==> config.mk <==
export PLATFORM = sky130hd
export DESIGN_NAME = fifo_rr_drain_scheduler_flat
export DESIGN_NICKNAME = d
export VERILOG_FILES = /design/src/rtl/fifo_rr_drain_scheduler_pkg.sv /design/src/rtl/fifo_rr_drain_scheduler_if.sv /design/src/rtl/fifo_rr_drain_scheduler_rr_pick.sv /design/src/rtl/fifo_rr_drain_scheduler.sv /design/src/flat_wrapper.sv
export SDC_FILE = /design/constraint.sdc
export NUM_CORES = 1
export LEC_CHECK = 0
export CORE_MARGIN = 2
export CORE_UTILIZATION = 34
export CTS_CLUSTER_DIAMETER = 50
export DETAILED_ROUTE_END_ITERATION = 7
export PLACE_DENSITY = 0.76
export SYNTH_ARGS = -nofsm -noshare
export SYNTH_HDL_FRONTEND = slang
export SYNTH_SLANG_ARGS = --single-unit
export TNS_END_PERCENT = 1
==> constraint.sdc <==
create_clock -name clk -period 1.7 [get_ports clk]
set_clock_uncertainty 0.1 [all_clocks]
set_input_delay 0.425 -clock clk [delete_from_list [all_inputs] [get_ports clk]]
set_output_delay 0.425 -clock clk [all_outputs]
set_load 0.03 [all_outputs]
==> src/rtl/fifo_rr_drain_scheduler_pkg.sv <==
// Shared types and default sizing for the round-robin FIFO drain scheduler.
package fifo_sched_pkg;

   typedef enum logic [1:0] {
      ST_IDLE    = 2'd0,
      ST_ISSUE   = 2'd1,
      ST_CAPTURE = 2'd2,
      ST_PRESENT = 2'd3
   } sched_state_t;

   localparam int DEF_NUM_CH    = 4;
   localparam int DEF_DATA_W    = 16;
   localparam int DEF_BURST_MAX = 4;

endpackage

==> src/rtl/fifo_rr_drain_scheduler_if.sv <==
// FIFO-bank side and downstream side of the drain scheduler, bundled as one interface.
interface fifo_rr_drain_scheduler_if
   import fifo_sched_pkg::*;
#(
   parameter int NUM_CH = DEF_NUM_CH,
   parameter int DATA_W = DEF_DATA_W,
   parameter int CH_W   = $clog2(NUM_CH)
);
   logic [NUM_CH-1:0]        i_empty;
   logic [NUM_CH*DATA_W-1:0] i_data;
   logic [NUM_CH-1:0]        o_pop;
   logic [DATA_W-1:0]        o_data;
   logic                     o_valid;
   logic                     i_ready;
   logic [CH_W-1:0]          o_ch;

   modport master (
      input  i_empty, i_data, i_ready,
      output o_pop, o_data, o_valid, o_ch
   );

   modport slave (
      output i_empty, i_data, i_ready,
      input  o_pop, o_data, o_valid, o_ch
   );
endinterface

==> src/rtl/fifo_rr_drain_scheduler_rr_pick.sv <==
// Combinational round-robin picker: first requester at or after i_ptr, modulo NUM_CH.
module rr_pick
   import fifo_sched_pkg::*;
#(
   parameter int NUM_CH = DEF_NUM_CH,
   parameter int CH_W   = $clog2(NUM_CH)
) (
   input  logic [NUM_CH-1:0] i_req,
   input  logic [CH_W-1:0]   i_ptr,
   output logic [CH_W-1:0]   o_grant,
   output logic              o_any
);
   logic [CH_W:0]     w_sum [NUM_CH];
   logic [CH_W-1:0]   w_idx [NUM_CH];
   logic [NUM_CH-1:0] w_hit;

   // Candidate gi is ptr+gi folded back into 0..NUM_CH-1 without relying on bit truncation.
   for (genvar gi = 0; gi < NUM_CH; gi++) begin : g_cand
      assign w_sum[gi] = {1'b0, i_ptr} + (CH_W+1)'(gi);
      assign w_idx[gi] = (w_sum[gi] >= (CH_W+1)'(NUM_CH))
                       ? CH_W'(w_sum[gi] - (CH_W+1)'(NUM_CH))
                       : w_sum[gi][CH_W-1:0];
      assign w_hit[gi] = i_req[w_idx[gi]];
   end

   always_comb begin
      o_grant = '0;
      for (int i = NUM_CH - 1; i >= 0; i--) begin
         if (w_hit[i]) begin
            o_grant = w_idx[i];
         end
      end
   end

   assign o_any = |i_req;
endmodule

==> src/rtl/fifo_rr_drain_scheduler.sv <==
// Round-robin drain of NUM_CH channel FIFOs onto one valid/ready port, up to BURST_MAX words per grant.
module fifo_rr_drain_scheduler
   import fifo_sched_pkg::*;
#(
   parameter int NUM_CH    = DEF_NUM_CH,
   parameter int DATA_W    = DEF_DATA_W,
   parameter int BURST_MAX = DEF_BURST_MAX,
   parameter int CH_W      = $clog2(NUM_CH),
   parameter int BCNT_W    = $clog2(BURST_MAX + 1)
) (
   input  logic                       clk,
   input  logic                       rst_n,
   input  logic                       i_enable,
   fifo_rr_drain_scheduler_if.master  bus,
   output logic                       o_busy
);
   sched_state_t      r_state,  w_state_next;
   logic [CH_W-1:0]   r_grant,  w_grant_next;
   logic [CH_W-1:0]   r_rr_ptr, w_rr_ptr_next;
   logic [BCNT_W-1:0] r_bcnt,   w_bcnt_next;
   logic [DATA_W-1:0] r_data,   w_data_next;
   logic              r_valid,  w_valid_next;
   logic [CH_W-1:0]   r_ch,     w_ch_next;

   logic [NUM_CH-1:0] w_req;
   logic [NUM_CH-1:0] w_pop;
   logic [CH_W-1:0]   w_pick;
   logic              w_any;
   logic              w_more;
   logic [CH_W-1:0]   w_ptr_wrap;

   assign w_req = ~bus.i_empty;

   rr_pick #(.NUM_CH(NUM_CH), .CH_W(CH_W)) u_pick (
      .i_req   (w_req),
      .i_ptr   (r_rr_ptr),
      .o_grant (w_pick),
      .o_any   (w_any)
   );

   // Empty flag here already reflects the pop issued two cycles ago.
   assign w_more     = (r_bcnt < BCNT_W'(BURST_MAX)) && !bus.i_empty[r_grant] && i_enable;
   assign w_ptr_wrap = (r_grant == CH_W'(NUM_CH - 1)) ? '0 : r_grant + 1'b1;

   always_ff @(posedge clk) begin
      if (!rst_n) begin
         r_state  <= ST_IDLE;
         r_grant  <= '0;
         r_rr_ptr <= '0;
         r_bcnt   <= '0;
         r_data   <= '0;
         r_valid  <= 1'b0;
         r_ch     <= '0;
      end else begin
         r_state  <= w_state_next;
         r_grant  <= w_grant_next;
         r_rr_ptr <= w_rr_ptr_next;
         r_bcnt   <= w_bcnt_next;
         r_data   <= w_data_next;
         r_valid  <= w_valid_next;
         r_ch     <= w_ch_next;
      end
   end

   always_comb begin
      w_state_next  = r_state;
      w_grant_next  = r_grant;
      w_rr_ptr_next = r_rr_ptr;
      w_bcnt_next   = r_bcnt;
      w_data_next   = r_data;
      w_valid_next  = r_valid;
      w_ch_next     = r_ch;
      w_pop         = '0;

      unique case (r_state)
         ST_IDLE: begin
            if (i_enable && w_any) begin
               w_grant_next = w_pick;
               w_bcnt_next  = '0;
               w_state_next = ST_ISSUE;
            end
         end
         ST_ISSUE: begin
            // A channel that emptied under us gets no pop; the pointer is left alone.
            if (!bus.i_empty[r_grant]) begin
               w_pop[r_grant] = 1'b1;
               w_state_next   = ST_CAPTURE;
            end else begin
               w_state_next   = ST_IDLE;
            end
         end
         ST_CAPTURE: begin
            w_data_next  = bus.i_data[r_grant*DATA_W +: DATA_W];
            w_ch_next    = r_grant;
            w_valid_next = 1'b1;
            w_bcnt_next  = r_bcnt + 1'b1;
            w_state_next = ST_PRESENT;
         end
         ST_PRESENT: begin
            if (bus.i_ready) begin
               w_valid_next = 1'b0;
               if (w_more) begin
                  w_state_next = ST_ISSUE;
               end else begin
                  w_rr_ptr_next = w_ptr_wrap;
                  w_state_next  = ST_IDLE;
               end
            end
         end
      endcase
   end

   assign bus.o_pop   = w_pop;
   assign bus.o_data  = r_data;
   assign bus.o_valid = r_valid;
   assign bus.o_ch    = r_ch;
   assign o_busy      = (r_state != ST_IDLE);
endmodule

==> src/flat_wrapper.sv <==
// flat-port wrapper written by rule: the top's interface ports become plain ports
module fifo_rr_drain_scheduler_flat import fifo_sched_pkg::*;
#(
   parameter int NUM_CH    = DEF_NUM_CH,
   parameter int DATA_W    = DEF_DATA_W,
   parameter int BURST_MAX = DEF_BURST_MAX,
   parameter int CH_W      = $clog2(NUM_CH),
   parameter int BCNT_W    = $clog2(BURST_MAX + 1)
)
  (clk, rst_n, i_enable, o_busy, bus_i_empty, bus_i_data, bus_i_ready, bus_o_pop, bus_o_data, bus_o_valid, bus_o_ch);
  fifo_rr_drain_scheduler_if #(.NUM_CH(NUM_CH), .DATA_W(DATA_W), .CH_W(CH_W)) bus_i ();
  input  logic clk;
  input  logic rst_n;
  input  logic i_enable;
  output logic o_busy;
  input wire logic [$bits(bus_i.i_empty)-1:0] bus_i_empty;
  input wire logic [$bits(bus_i.i_data)-1:0] bus_i_data;
  input wire logic [$bits(bus_i.i_ready)-1:0] bus_i_ready;
  output wire logic [$bits(bus_i.o_pop)-1:0] bus_o_pop;
  output wire logic [$bits(bus_i.o_data)-1:0] bus_o_data;
  output wire logic [$bits(bus_i.o_valid)-1:0] bus_o_valid;
  output wire logic [$bits(bus_i.o_ch)-1:0] bus_o_ch;
  assign bus_i.i_empty = bus_i_empty;
  assign bus_i.i_data = bus_i_data;
  assign bus_i.i_ready = bus_i_ready;
  assign bus_o_pop = bus_i.o_pop;
  assign bus_o_data = bus_i.o_data;
  assign bus_o_valid = bus_i.o_valid;
  assign bus_o_ch = bus_i.o_ch;
  fifo_rr_drain_scheduler #(.NUM_CH(NUM_CH), .DATA_W(DATA_W), .BURST_MAX(BURST_MAX), .CH_W(CH_W), .BCNT_W(BCNT_W)) u_core (.clk(clk), .rst_n(rst_n), .i_enable(i_enable), .bus(bus_i), .o_busy(o_busy));
endmodule
==> impl_metrics.env <==
export IMPL_synth_xor_area_share_pct=0
export IMPL_clk_pin_slew_ns=0.10
export IMPL_synth_top_cell_by_area="dfxtp_1"
export IMPL_combPwrFrac_pct=29.3
export IMPL_p_sw_mw=0.4350
export IMPL_place_inst=340
export IMPL_clock_path_buffers=2
export IMPL_fp_row_count=25
export IMPL_cp_depth=5
export IMPL_wirelength_um=4457
export IMPL_yosys_area_share_simple_pct=18.70
export IMPL_setup_viol=4
export IMPL_synth_seq_cells=28
export IMPL_route_detailed_drc=0
export IMPL_wire_per_inst_um=12.96
export IMPL_cts_root_buf="clkbuf_8"
export IMPL_r2r_cells=5
export IMPL_power_mw=1.733
export IMPL_internal_power_mw=1.298
export IMPL_io_pin_count=96
export IMPL_hold_class="register to register"
export IMPL_grt_overflow_total=0
export IMPL_port_buffers=95
export IMPL_syn_inst=177
export IMPL_viasPerCell=4.788
export IMPL_crit_buf_inv=2
export IMPL_netlist_area_mm2=0.001673
export IMPL_violations="negative setup slack"
export IMPL_worstPathCellList="dlygate4sd2_1 > mux4_2 > nor3b_4 > and2_4 > buf_6"
export IMPL_grt_max_degree=35
export IMPL_hold_violations=0
export IMPL_nFillCells=426
export IMPL_path_class="input pin to primary output"
export IMPL_num_antenna_cells=0
export IMPL_cpLargestDelayFamily="multiplexers"
export IMPL_holdPathStages=2
export IMPL_antenna_found_initial=0
export IMPL_cts_buffers=3
export IMPL_area_growth_pct=69.86
export IMPL_synth_area_leaders="dfxtp_1 34%, mux4_2 23%, nand2_1 10%, a21boi_0 8.5%, ha_1 3.7%"
export IMPL_die_h_um=74.15
export IMPL_dr_pass1_iters=4
export IMPL_gp_congestion=0.7235
export IMPL_tritoncts="done"
export IMPL_worstSetupEndpointType="primary output"
export IMPL_ctsHoldBuffers=0
export IMPL_finalMaxSlewViolations=0
export IMPL_power_density_mw_per_mm2=610.0
export IMPL_worst_path_max_fanout=5
export IMPL_slew_headroom_pct=74.68
export IMPL_worstMarginPinSlew_ns=0.3798
export IMPL_max_cap_violations=0
export IMPL_min_period_over_period_pct=135.3
export IMPL_synth_cell_types=27
export IMPL_fin_nets=355
export IMPL_ys_seq_area_share_pct=33.51
export IMPL_synth_compound_area_share_pct=15.78
export IMPL_ir_drop_uv=327.8
export IMPL_finalCriticalPeriod_ns=2.299
export IMPL_arrival_ns=1.77
export IMPL_cp_required_ns=1.17
export IMPL_synth_flop_cell="dfxtp_1"
export IMPL_coreArea_mm2=0.004723
export IMPL_cts_htree_levels=1
export IMPL_fmax_ghz=0.4349
export IMPL_synth_fa_ha_area_share_pct=3.740
export IMPL_initial_utilization_pct=35.42
export IMPL_drive_gt1_share_pct=17.33
export IMPL_syn_nets=254
export IMPL_drtIter0Drc=78
export IMPL_cts_sinks=28
export IMPL_clkPwrFrac_pct=30.4
export IMPL_synth_top_family_by_area="multiplexers"
export IMPL_yosys_mux_area_fraction_pct=23.49
export IMPL_synth_edff_count=0
export IMPL_dpl_instance_area_mm2=0.002770
export IMPL_sw_frac_of_total_pct=25.10
export IMPL_grt_pass1_vias=1614
export IMPL_cpPeakStageDelay_ns=0.51
export IMPL_layout_setup_ws_ns=-0.5993
export IMPL_place_hpwl_um=3436
export IMPL_stdcell_area_mm2=0.002841
export IMPL_cp_slowest_cell="mux4_2"
export IMPL_p_leak_nw=1.090
export IMPL_clk_latency_ns=0.28
export IMPL_ant_nets=0
export IMPL_vias=1647
export IMPL_yosysWarnings=0
export IMPL_die_x_um=74.15
export IMPL_dieArea_mm2=0.005497
export IMPL_grt_pass1_wl_um=7113
export IMPL_power_frac_seq_pct=40.3
export IMPL_synth_area_per_cell_um2=9.451
export IMPL_rsz0062_at_grt="yes"
export IMPL_hold_slack_ns=0.3624
export IMPL_status="complete, but fails checks"
export IMPL_crit_path_start_kind="input pin"
export IMPL_final_cells=344
export IMPL_post_synth_top_area_fraction_pct=33.51
export IMPL_track_usage_pct=16.40
export IMPL_synth_async_reset_ratio_pct=0
-- metal layers --
layer / GRT usage [%] / part of all wire [%]
met1: 19.20 / 42
met2: 29.56 / 47
met3: 4.065 / 9.4
met4: 4.848 / 1.3
met5: 0 / 0
-- layout make-up --
class	count	area [um2]	area share, %
clock buffer	3	41.29	1.453
clock inverter	1	30.03	1.057
inverter	5	18.77	0.6605
multi-input combinational	131	1062	37.38
sequential	28	561.8	19.77
tap	67	83.83	2.950
timing repair buffer	109	1044	36.72
-- layout by cell type, fill, tap and decap left out, types with 2 or more instances in the layout --
master	n
clkbuf_8	3
a21boi_0	19
dfxtp_1	27
buf_6	4
dlygate4sd2_1	22
and2_4	4
nand2_1	45
ha_1	5
nand3_1	5
buf_4	14
nand2b_1	3
inv_1	5
nor2b_1	2
a21oi_1	4
mux4_2	17
nor2_1	6
o21ai_0	8
nand3b_1	2
clkdlybuf4s50_1	67
-- path summary, 6_finish.rpt --
check | startpoint | to | slack [ns]
max | bus_i_empty[2] | bus_o_pop[1] | -0.60
min | u_core.bus.o_data[9] | u_core.bus.o_data[9] | 0.36
max reg2reg | u_core.r_grant[0] | u_core.r_rr_ptr[1] | 0.08
min reg2reg | u_core.bus.o_data[9] | u_core.bus.o_data[9] | 0.36
-- state kept, by name (all words and copies together), names as in the netlist, named ones only --
signal,count
u_core.bus.o_ch,2
u_core.bus.o_data,16
u_core.bus.o_valid,1
u_core.r_bcnt,3
u_core.r_grant,2
u_core.r_rr_ptr,2
u_core.r_state,1
-- worst register-to-register path: stages (launching register included) --
cell and delay [ns]:
dfxtp_2 0.35, mux4_2 0.55, buf_4 0.17, o2111ai_4 0.22, nand3_1 0.10, o21ai_0 0.07
-- logic make-up after synthesis --
| logic type | after synthesis |
|---|---|
| compound gates | 38 |
| buf+inv | 18 |
| simple gates | 70 |
| mux | 18 |
| flops | 28 |
| fa+ha+maj | 5 |
-- synth_stat cells, types with 4 or more instances --
master     n
nand2_1   45
dfxtp_1   28
a21boi_0  19
mux4_2    17
o21ai_0    8
buf_2      7
nor2_1     6
clkbuf_1   5
ha_1       5
inv_1      5
nand3_1    5
a21oi_1    4
and2_1     4
-- power by group through the flow --
stage / registers, mW / clock network, mW / logic (mW)
after detailed placement: 0.714 / 0 / 0.524
after global routing: 0.702 / 0.566 / 0.550
final: 0.698 / 0.527 / 0.508
after global placement: 0.713 / 0 / 0.518
after CTS: 0.699 / 0.540 / 0.512
after floorplan: 0.753 / 0 / 0.206
-- stage by stage --
stage                     util (%)  TNS, ns  setup slack (ns)
after floorplan                  -   -1.010           -0.2525
after global placement       58.65   -4.836           -0.7985
after detailed placement     58.65   -5.173           -0.8221
after CTS                    59.92   -2.541           -0.6389
after global routing         60.16   -2.908           -0.6789
final                        60.16   -2.392           -0.5993
-- repair_timing --
item / 4_1_cts / 5_1_grt
cloned: 0 / 0
buffers inserted: 0 / 0
pin swaps: 5 / 3
endpoints found under the setup margin: 27 / 17
hold endpoints to repair: 0 / 0
gates resized for setup: 29 / 1
Power figures use the tool's default switching activity.
